===== src/rtl/match_pkg.sv =====
// Shared definitions for the match tracker: FSM encoding, game-state codes
// and the width helpers used to size score and player-index fields.
package match_pkg;

  typedef enum logic [1:0] {
    ST_PLAY = 2'd0,
    ST_HOLD = 2'd1,
    ST_OVER = 2'd2
  } fsm_state_e;

  localparam int unsigned GS_IDLE   = 0;
  localparam int unsigned GS_WIN_P0 = 5;
  localparam int unsigned GS_WIN_P1 = 6;

  function automatic int unsigned clog2(input int unsigned value);
    int unsigned r;
    r = 0;
    while ((64'd1 << r) < 64'(value)) r++;
    return r;
  endfunction

  function automatic int unsigned clog2_min1(input int unsigned value);
    int unsigned r;
    r = clog2(value);
    return (r < 1) ? 1 : r;
  endfunction

endpackage


===== src/rtl/score_counter.sv =====
// Per-player saturating round-win counter with synchronous clear.
module score_counter
  import match_pkg::*;
#(
  parameter  int unsigned MAX = 3,
  localparam int unsigned W   = clog2_min1(MAX + 1)
) (
  input  logic         clk,
  input  logic         rst,
  input  logic         clr,
  input  logic         inc,
  output logic [W-1:0] count,
  output logic         at_max
);

  logic [W-1:0] count_q;
  logic [W-1:0] count_d;

  assign at_max = (count_q == W'(MAX));
  assign count  = count_q;

  always_comb begin
    count_d = count_q;
    if (clr) begin
      count_d = '0;
    end else if (inc && !at_max) begin
      count_d = count_q + 1'b1;
    end
  end

  always_ff @(posedge clk) begin
    if (rst) begin
      count_q <= '0;
    end else begin
      count_q <= count_d;
    end
  end

endmodule


===== src/rtl/match_tracker.sv =====
// Tracks round wins per player from the game-controller state, scoring each
// win episode once and declaring a champion at ROUNDS_TO_WIN.
module match_tracker
  import match_pkg::*;
#(
  parameter  int unsigned NUM_PLAYERS    = 2,
  parameter  int unsigned STATE_W        = 3,
  parameter  int unsigned WIN_STATE_BASE = GS_WIN_P0,
  parameter  int unsigned ROUNDS_TO_WIN  = 3,
  localparam int unsigned SCORE_W        = clog2_min1(ROUNDS_TO_WIN + 1),
  localparam int unsigned PIDX_W         = clog2_min1(NUM_PLAYERS)
) (
  input  logic                           clk,
  input  logic                           rst,
  input  logic [STATE_W-1:0]             state,
  input  logic                           new_match,
  output logic [NUM_PLAYERS-1:0]         winner,
  output logic                           round_pulse,
  output logic [NUM_PLAYERS*SCORE_W-1:0] scores,
  output logic                           match_over,
  output logic [PIDX_W-1:0]              champion
);

  if (WIN_STATE_BASE + NUM_PLAYERS - 1 > (2 ** STATE_W) - 1) begin : g_chk_codes
    $fatal(1, "match_tracker: win codes do not fit in STATE_W bits");
  end
  if (NUM_PLAYERS < 2 || NUM_PLAYERS > 8) begin : g_chk_players
    $fatal(1, "match_tracker: NUM_PLAYERS must be 2..8");
  end
  if (ROUNDS_TO_WIN < 1 || ROUNDS_TO_WIN > 15) begin : g_chk_rounds
    $fatal(1, "match_tracker: ROUNDS_TO_WIN must be 1..15");
  end

  fsm_state_e                     fsm_q, fsm_d;
  logic [NUM_PLAYERS-1:0]         winner_q;
  logic                           round_pulse_q, round_pulse_d;
  logic                           match_over_q, match_over_d;
  logic [PIDX_W-1:0]              champion_q, champion_d;

  logic [NUM_PLAYERS-1:0]         win_onehot;
  logic [PIDX_W-1:0]              win_idx;
  logic                           is_win;
  logic [NUM_PLAYERS-1:0]         near_max;
  logic [NUM_PLAYERS-1:0]         at_max_vec;
  logic [NUM_PLAYERS-1:0]         inc_vec;
  logic                           clr;
  logic [NUM_PLAYERS*SCORE_W-1:0] scores_all;

  always_comb begin
    win_onehot = '0;
    win_idx    = '0;
    for (int unsigned p = 0; p < NUM_PLAYERS; p++) begin
      if (state == STATE_W'(WIN_STATE_BASE + p)) begin
        win_onehot[p] = 1'b1;
        win_idx       = PIDX_W'(p);
      end
    end
  end

  assign is_win = |win_onehot;

  for (genvar p = 0; p < NUM_PLAYERS; p++) begin : g_player
    score_counter #(
      .MAX (ROUNDS_TO_WIN)
    ) u_score (
      .clk    (clk),
      .rst    (rst),
      .clr    (clr),
      .inc    (inc_vec[p]),
      .count  (scores_all[p*SCORE_W +: SCORE_W]),
      .at_max (at_max_vec[p])
    );
    assign near_max[p] = (scores_all[p*SCORE_W +: SCORE_W] == SCORE_W'(ROUNDS_TO_WIN - 1));
  end

  // new_match wins over any scoring in the same cycle; the FSM lands in HOLD
  // when a win code is already present so that episode never scores.
  always_comb begin
    fsm_d         = fsm_q;
    round_pulse_d = 1'b0;
    match_over_d  = match_over_q;
    champion_d    = champion_q;
    inc_vec       = '0;
    clr           = 1'b0;
    if (new_match) begin
      clr          = 1'b1;
      match_over_d = 1'b0;
      champion_d   = '0;
      fsm_d        = is_win ? ST_HOLD : ST_PLAY;
    end else begin
      unique case (fsm_q)
        ST_PLAY: begin
          if (is_win) begin
            inc_vec       = win_onehot & ~at_max_vec;
            round_pulse_d = 1'b1;
            if (|(win_onehot & near_max)) begin
              fsm_d        = ST_OVER;
              match_over_d = 1'b1;
              champion_d   = win_idx;
            end else begin
              fsm_d = ST_HOLD;
            end
          end
        end
        ST_HOLD: begin
          if (!is_win) fsm_d = ST_PLAY;
        end
        ST_OVER: ;
        default: fsm_d = ST_PLAY;
      endcase
    end
  end

  always_ff @(posedge clk) begin
    if (rst) begin
      fsm_q         <= ST_PLAY;
      winner_q      <= '0;
      round_pulse_q <= 1'b0;
      match_over_q  <= 1'b0;
      champion_q    <= '0;
    end else begin
      fsm_q         <= fsm_d;
      winner_q      <= win_onehot;
      round_pulse_q <= round_pulse_d;
      match_over_q  <= match_over_d;
      champion_q    <= champion_d;
    end
  end

  assign winner      = winner_q;
  assign round_pulse = round_pulse_q;
  assign scores      = scores_all;
  assign match_over  = match_over_q;
  assign champion    = champion_q;

endmodule


===== config.mk =====
export PLATFORM = sky130hd
export DESIGN_NAME = match_tracker
export DESIGN_NICKNAME = d
export VERILOG_FILES = /design/src/rtl/match_pkg.sv /design/src/rtl/score_counter.sv /design/src/rtl/match_tracker.sv
export SDC_FILE = /design/constraint.sdc
export NUM_CORES = 1
export LEC_CHECK = 0
export CAP_MARGIN = 0
export CORE_AREA = 8 8 45 47
export CTS_BUF_LIST = sky130_fd_sc_hd__clkbuf_8
export DETAILED_ROUTE_END_ITERATION = 10
export DIE_AREA = 0 0 53 55
export PLACE_DENSITY_LB_ADDON = 0.2
export SLEW_MARGIN = 0
export SYNTH_ARGS = -nofsm -noshare
export SYNTH_HDL_FRONTEND = slang
export SYNTH_SLANG_ARGS = --single-unit

===== constraint.sdc =====
create_clock -name clk -period 1.8 [get_ports clk]
set_clock_uncertainty 0.1 [all_clocks]
set_input_delay 0.18 -clock clk [delete_from_list [all_inputs] [get_ports clk]]
set_output_delay 0.18 -clock clk [all_outputs]
set_load 0.01 [all_outputs]

==> impl_metrics.env, run 1 <==
export IMPL_hold_path_class="flip-flop to flip-flop"
export IMPL_worst_slew_pin_slew_ns=0.348
export IMPL_mostFrequentLayoutCell="clkdlybuf4s50_1"
export IMPL_avgViaCountPerCell=5.09
export IMPL_rows=14
export IMPL_finalHoldViolCount=0
export IMPL_port_buffers=14
export IMPL_syn2layout_area_growth_pct=44.8
export IMPL_dr_first_iter_drc_count=5
export IMPL_grt_setup_unrepaired="no"
export IMPL_die_area_um2=2920
export IMPL_core_area_um2=1380
export IMPL_maxCapViolCount=0
export IMPL_worstRegToRegCells=4
export IMPL_syn_inst=57
export IMPL_fin_crit_ns=1.54
export IMPL_fp_dieH_um=55
export IMPL_die_x_um=53
export IMPL_antenna_found_initial=0
export IMPL_cts_sinks=11
export IMPL_critPathMaxFanout=4
export IMPL_pre_cts_ws_ns=0.0748
export IMPL_start_util=0.385
export IMPL_nets=90
export IMPL_grt_max_degree=8
export IMPL_p_per_area_nw_per_um2=716
export IMPL_cts_root_buf="clkbuf_8"
export IMPL_firstDrtPassIters=3
export IMPL_insertion_delay_ns=0.24
export IMPL_worstSetupEndpointType="flip-flop"
export IMPL_grt_pass1_wl_um=1980
export IMPL_finalWeightedCongestion=0.744
export IMPL_hold_buffers=0
export IMPL_clockBufferDepth=2
export IMPL_tns_ns=0
export IMPL_drt_total_wl_um=1220
export IMPL_fin_crit_sh=0.855
export IMPL_yosys_most_used_dff="dfxtp_1"
export IMPL_whs_path_depth=2
export IMPL_crit_type="flip-flop to flip-flop"
export IMPL_vdd_ir_drop_max_mv=0.343
export IMPL_htree_levels=1
export IMPL_ant_nets=0
export IMPL_drcViolationCount=0
export IMPL_leakage_nw=0.289
export IMPL_finalMaxSlewViolations=0
export IMPL_numCtsBuffers=3
export IMPL_drive_gt1_frac=0.127
export IMPL_grt_overflow_total=0
export IMPL_synth_distinct_cells=24
export IMPL_grt_usage=0.0926
export IMPL_worstPathArrival_ns=1.61
export IMPL_post_dp_hpwl_um=936
export IMPL_fill_cells=129
export IMPL_clkTransAtPathRegs_ns=0.05
export IMPL_antenna_cells=0
export IMPL_syn_area_per_cell_um2=9.35
export IMPL_syn_nets=67
export IMPL_start_kind="flip-flop"
export IMPL_synth_edff_count=0
export IMPL_relSlewSlack=0.762
export IMPL_cts_tree="done"
export IMPL_ys_seq_elements=11
export IMPL_setup_viol=0
export IMPL_yosysWarnings=0
export IMPL_yosysSeqAreaShare=0.413
export IMPL_critical_path_required_ns=1.87
export IMPL_status="completed"
export IMPL_syn_cell_area_um2=533
export IMPL_cts_resized=0
export IMPL_wire_per_inst_um=12.9
export IMPL_ys_async_sr_fraction=0
export IMPL_pin_count=15
export IMPL_setup_ws_ns=0.261
export IMPL_max_freq_mhz=650
export IMPL_vias=484
export IMPL_grt_pass1_vias=484
export IMPL_layout_common_cells="clkdlybuf4s50_1, dfxtp_1, inv_1"
export IMPL_cts_setup_buffers=0
## report_power, final
part | leakage (nW) | switching, mW | internal [mW]
sequential | 0.0890 | 0.00312 | 0.248
clock | 0.0269 | 0.0948 | 0.150
combinational | 0.173 | 0.0259 | 0.0309
## cell usage after synthesis (2+ instances only)
library cell   n  area share
o31ai_1        3       0.042
a21oi_1        3       0.028
nand3b_1       2       0.028
dfxtp_1       11        0.41
and3b_1        2       0.033
a211oi_1       3       0.042
nor2_1         3       0.021
inv_1          6       0.042
nand4_1        2       0.023
nand2_1        3       0.021
ha_1           4       0.094
nand4b_1       2       0.033
nor3_1         2       0.019
## per-stage QoR
stage | area, µm² | utilization | hold WS [ns] | power, mW | cells
floorplan | 533 | - | 0.152 | 0.278 | 57
global placement | 727 | 0.525 | 0.354 | 0.313 | 91
detailed placement | 727 | 0.525 | 0.356 | 0.313 | 91
CTS | 772 | 0.558 | 0.364 | 0.556 | 95
global route | 772 | 0.558 | 0.398 | 0.575 | 95
finish | 772 | 0.558 | 0.363 | 0.553 | 95
## per-layer routing
metal  share of wire  routed length, µm  track usage
met5               0                  0            0
met4           0.024                 29       0.0647
met3           0.080                 98       0.0428
met2            0.42                517        0.141
met1            0.47                576        0.101
## final cells by class
class | count | area, µm² | share of cell area
clock inverter | 1 | 3.75 | 0.00486
timing repair buffer | 19 | 178 | 0.230
multi-input combinational | 39 | 287 | 0.371
sequential | 11 | 220 | 0.285
tap | 16 | 20.0 | 0.0259
inverter | 6 | 22.5 | 0.0292
clock buffer | 3 | 41.3 | 0.0535
## registers in the layout, indices dropped and copies added (netlist names)
register / cells
fsm_q: 2
champion: 1
round_pulse: 1
winner: 2
match_over: 1
g_player.u_score.count: 4
## critical path, stage by stage, from the launching register on
cell and delay (ns):
dfxtp_1 0.37, inv_1 0.07, ha_1 0.28, or4_1 0.52, a21oi_1 0.13
## cells by family (layout without fill, tap and decap cells)
group	after synthesis	in the layout	synth area share
fa+ha+maj	4	4	0.0939
flops	11	11	0.413
compound gates	13	13	0.171
simple gates	20	20	0.237
xor+xnor	1	1	0.0164
mux	1	1	0.0188
buf+inv	7	29	0.0493
## path summary, 6_finish.rpt
path,start,to,slack (ns)
setup / recovery,g_player[0].u_score.count[0],g_player[0].u_score.count[1],0.26
hold / removal,champion,champion,0.36
setup reg to reg,g_player[0].u_score.count[0],g_player[0].u_score.count[1],0.26
hold reg to reg,champion,champion,0.36
No activity file was read; power rests on OpenSTA's default activity.
==> run 2, diff against run 1 <==
CORE_AREA = 2 2 39 41   (was 8 8 45 47)
DIE_AREA = 0 0 41 43   (was 0 0 53 55)
GPL_ROUTABILITY_DRIVEN = 0   (was default)
==> run 2 against run 1 <==
Effect of this change:
- count of clock-buffer cells in the layout unchanged
- die area decreased by 40%
- global-route usage increased by 5.3 points
- cell count unchanged
- wire length decreased by 8.8%
- sequential power about the same
- total power decreased by 1.9%
- worst setup slack improved by 0.015 ns
- largest cell class unchanged
- sequential share of layout area unchanged
- maximum frequency increased by 0.97%
- non-clock buffer count unchanged
==> impl_metrics.env, run 2 (synthesis gave the netlist of run 1 again) <==
export IMPL_status="completed"
export IMPL_place_inst=91
export IMPL_critical_path_required_ns=1.86
export IMPL_antenna_cells=0
export IMPL_worst_slew_pin_slew_ns=0.418
export IMPL_worstSetupEndpoint="g_player[0].u_score.count[1]"
export IMPL_max_freq_mhz=656
export IMPL_grt_usage=0.145
export IMPL_vias=488
export IMPL_layout_common_cells="clkdlybuf4s50_1, dfxtp_1, inv_1"
export IMPL_crit_type="flip-flop to flip-flop"
export IMPL_grt_overflow_total=0
export IMPL_worst_path_max_delay_cell="or4_1"
export IMPL_core_area_um2=1380
export IMPL_cp_startpoint="g_player[0].u_score.count[0]"
export IMPL_switching_share=0.212
export IMPL_drt_total_wl_um=1120
export IMPL_critPathMaxFanout=4
export IMPL_hold_buffers=0
export IMPL_p_seq_frac=0.464
export IMPL_p_comb_frac=0.102
export IMPL_leakage_nw=0.289
export IMPL_p_clk_frac=0.434
export IMPL_fin_util=0.558
export IMPL_cts_root_buf="clkbuf_8"
export IMPL_rows=14
export IMPL_finalMaxSlewViolations=0
export IMPL_placed_area_um2=727
export IMPL_fill_cells=128
export IMPL_insertion_delay_ns=0.23
export IMPL_clockBufferDepth=2
export IMPL_ant_nets=0
export IMPL_setup_viol=0
export IMPL_cts_tree="done"
export IMPL_timing_rr_start="g_player[0].u_score.count[0]"
export IMPL_antenna_found_initial=0
export IMPL_reg2reg_to="g_player[0].u_score.count[1]"
export IMPL_r2r_slack_ns=0.28
export IMPL_port_buffers=14
export IMPL_grt_pass1_wl_um=1750
export IMPL_max_stage_delay_ns=0.51
export IMPL_critical_path_depth=4
export IMPL_start_util=0.385
export IMPL_htree_levels=1
export IMPL_p_int_mw=0.427
export IMPL_worstSetupEndpointType="flip-flop"
export IMPL_firstDrtPassIters=2
export IMPL_hold_path_class="flip-flop to flip-flop"
export IMPL_drcViolationCount=0
export IMPL_avgViaCountPerCell=5.14
export IMPL_nets=90
export IMPL_fin_hold_ws_ns=0.364
export IMPL_syn2layout_area_growth_pct=44.8
export IMPL_post_dp_hpwl_um=851
export IMPL_cts_resized=0
export IMPL_whs_path_depth=2
export IMPL_worstPathArrival_ns=1.59
export IMPL_start_kind="flip-flop"
export IMPL_grt_setup_unrepaired="no"
export IMPL_mostFrequentLayoutCell="clkdlybuf4s50_1"
export IMPL_path_buf_inv=1
export IMPL_numCtsBuffers=3
export IMPL_grt_pass1_vias=430
export IMPL_final_area_um2=772
export IMPL_fin_crit_sh=0.846
export IMPL_cts_setup_buffers=0
export IMPL_maxCapViolCount=0
export IMPL_fin_crit_ns=1.52
export IMPL_dr_first_iter_drc_count=5
export IMPL_wire_per_inst_um=11.7
export IMPL_p_sw_mw=0.115
export IMPL_vdd_ir_drop_max_mv=0.418
export IMPL_die_area_um2=1760
export IMPL_pin_count=15
export IMPL_relSlewSlack=0.719
export IMPL_fp_dieH_um=43
export IMPL_finalHoldViolCount=0
export IMPL_tns_ns=0
export IMPL_clkTransAtPathRegs_ns=0.05
export IMPL_drive_gt1_frac=0.127
export IMPL_die_x_um=41
export IMPL_worstRegToRegCells=4
export IMPL_p_per_area_nw_per_um2=702
export IMPL_critical_path_top_delay_family="simple AND/OR/NAND/NOR gates"
export IMPL_path_cells="inv_1, ha_1, or4_1, a21oi_1"
export IMPL_cts_sinks=11
export IMPL_stdcell_count=95
export IMPL_grt_max_degree=8
export IMPL_largest_reg_flops=4
## run 2: power by group through the flow
stage               Sequential [mW]  Clock [mW]  Combinational (mW)
floorplan                     0.257           0              0.0211
global placement              0.256           0              0.0549
detailed placement            0.256           0              0.0546
CTS                           0.251       0.244              0.0550
global route                  0.252       0.257              0.0606
finish                        0.251       0.235              0.0552
## run 2: metrics by stage
step	power, mW	setup WS [ns]
after floorplan	0.278	0.279
after global placement	0.311	0.0994
after detailed placement	0.311	0.0989
after CTS	0.550	0.262
after global routing	0.569	0.149
final	0.542	0.276
## run 2: worst min-delay path by stage
stage,to,from,slack [ns]
2_1_floorplan,winner[0],rst,0.15
3_3_place_gp,champion,champion,0.35
3_5_place_dp,match_over,match_over,0.36
4_1_cts,match_over,match_over,0.37
5_1_grt,champion,champion,0.39
6_report,champion,champion,0.36
## run 2: cell type report
| type | instances | area (µm²) | area share |
|---|---|---|---|
| clock buffer | 3 | 41.3 | 0.0535 |
| clock inverter | 1 | 3.75 | 0.00486 |
| inverter | 6 | 22.5 | 0.0292 |
| multi-input combinational | 39 | 287 | 0.371 |
| sequential | 11 | 220 | 0.285 |
| tap | 16 | 20.0 | 0.0259 |
| timing repair buffer | 19 | 178 | 0.230 |
## run 2: worst register-to-register path, delay by kind of cell (launching register included)
family,cells,cell delay [ns]
adders and majority gates,1,0.28
AOI/OAI and AO/OA,1,0.13
and+or+nand+nor,1,0.51
buffers and inverters,1,0.08
DFF,1,0.36
## run 2: layer usage
metal / GRT usage / part of all wire
met5: 0 / 0
met4: 0.0600 / 0
met3: 0.0314 / 0.055
met2: 0.222 / 0.44
met1: 0.190 / 0.50
==> run 3, diff against run 2 <==
clock period = 1.6 ns   (was 1.8 ns; I/O delays follow)
==> run 3 against run 2 <==
Effect of this change:
- cell count increased by 14%
- worst setup slack lost 0.14 ns
- total power increased by 18%
- first-iteration DRC count rose by 20%
- core utilization is 7.5 points higher
- global-route usage up 2.8 points
- design area is 13% higher
- combinational power is 54% higher
- non-clock buffer count up 13
- critical path depth stayed put
- die area is the same
- critical path type unchanged
==> impl_metrics.env, run 3 (synthesis gave the netlist of run 1 again) <==
export IMPL_status="completed"
export IMPL_setup_viol=0
export IMPL_leakage_nw=0.355
export IMPL_drcViolationCount=0
export IMPL_rows=14
export IMPL_hold_buffers=0
export IMPL_fin_crit_ns=1.47
export IMPL_start_util=0.385
export IMPL_drt_total_wl_um=1240
export IMPL_finalMaxSlewViolations=0
export IMPL_fp_dieH_um=43
export IMPL_grt_pass1_wl_um=2080
export IMPL_hold_path_class="flip-flop to flip-flop"
export IMPL_pin_count=15
export IMPL_fin_util=0.633
export IMPL_p_total_mw=0.642
export IMPL_die_area_um2=1760
export IMPL_wire_per_inst_um=11.5
export IMPL_ant_nets=0
export IMPL_critical_path_required_ns=1.67
export IMPL_hold_path_startpoint="champion"
export IMPL_avgViaCountPerCell=5.10
export IMPL_numCtsBuffers=3
export IMPL_p_per_area_nw_per_um2=733
export IMPL_vdd_ir_drop_max_mv=0.464
export IMPL_relSlewSlack=0.784
export IMPL_worstPathArrival_ns=1.54
export IMPL_layout_common_cells="buf_4, clkdlybuf4s50_1, dfxtp_1"
export IMPL_post_dp_hpwl_um=971
export IMPL_port_buffers=14
export IMPL_largest_reg_flops=4
export IMPL_fill_cells=129
export IMPL_clockBufferDepth=2
export IMPL_max_freq_mhz=681
export IMPL_insertion_delay_ns=0.24
export IMPL_crit_type="flip-flop to flip-flop"
export IMPL_cts_sinks=11
export IMPL_grt_pass1_vias=540
export IMPL_critPathMaxFanout=2
export IMPL_cts_root_buf="clkbuf_8"
export IMPL_mostFrequentLayoutCell="buf_4"
export IMPL_cp_startpoint="g_player[0].u_score.count[0]"
export IMPL_finalHoldViolCount=0
export IMPL_dr_first_iter_drc_count=6
export IMPL_core_area_um2=1380
export IMPL_grt_overflow_total=0
export IMPL_grt_usage=0.173
export IMPL_firstDrtPassIters=4
export IMPL_start_kind="flip-flop"
export IMPL_fin_crit_sh=0.917
export IMPL_syn2layout_area_growth_pct=64.3
export IMPL_htree_levels=1
export IMPL_cts_tree="done"
export IMPL_grt_max_degree=7
export IMPL_die_x_um=41
export IMPL_antenna_found_initial=0
export IMPL_worstSetupEndpointType="flip-flop"
export IMPL_drive_gt1_frac=0.261
export IMPL_vias=551
export IMPL_worst_slew_pin_slew_ns=0.323
export IMPL_antenna_cells=0
export IMPL_maxCapViolCount=0
export IMPL_grt_setup_unrepaired="no"
export IMPL_timing_rr_start="g_player[0].u_score.count[0]"
export IMPL_clkTransAtPathRegs_ns=0.05
export IMPL_nets=103
## run 3: changes by cell type in the layout (fill, tap and decap cells not counted), sizes merged
| cell | change |
|---|---|
| buf | +13 |
## run 3: final timing paths
check                                 end  slack [ns]  cells past startpoint
min reg2reg                      champion        0.36                      2
max reg2reg  g_player[0].u_score.count[1]        0.13                      4
min                              champion        0.36                      2
max          g_player[0].u_score.count[1]        0.13                      4
## run 3: worst max-delay path, stage by stage, from the launching register on
cell	delay, ns
dfxtp_1	0.32
inv_1	0.06
ha_1	0.28
or4_1	0.51
a21oi_1	0.12
## run 3: metrics by stage
stage	cells	TNS [ns]	hold slack, ns	area (µm²)	worst slack, ns
after floorplan	57	0	0.132	533	0.0795
after global placement	104	-0.0839	0.349	825	-0.0633
after detailed placement	104	-0.166	0.354	825	-0.0750
after CTS	108	0	0.366	870	0.111
after global routing	108	0	0.403	876	0.00179
final	108	0	0.360	876	0.132
## run 3: cell type report
class	count	area, µm²	share of cell area
Sequential cell	11	220	0.251
Clock inverter	1	3.75	0.00429
Clock buffer	3	41.3	0.0471
Multi-Input combinational cell	39	293	0.334
Tap cell	16	20.0	0.0229
Timing Repair Buffer	32	275	0.314
Inverter	6	22.5	0.0257
## run 3: metal layers
metal  GRT usage  vias up  part of all wire
li1            -      284                 -
met1       0.205      253              0.48
met2       0.275       12              0.46
met3      0.0314        2             0.041
met4       0.100        0             0.018
met5           0        -                 0
## run 3: what timing repair did
action	in CTS	in global routing
gates resized for setup	0	2
buffers inserted	0	0
endpoints found under the setup margin	0	2
## run 3: power breakdown
part,internal (mW),switching (mW)
Sequential,0.279,0.00204
Clock,0.169,0.107
Combinational,0.0505,0.0344
Total,0.498,0.143
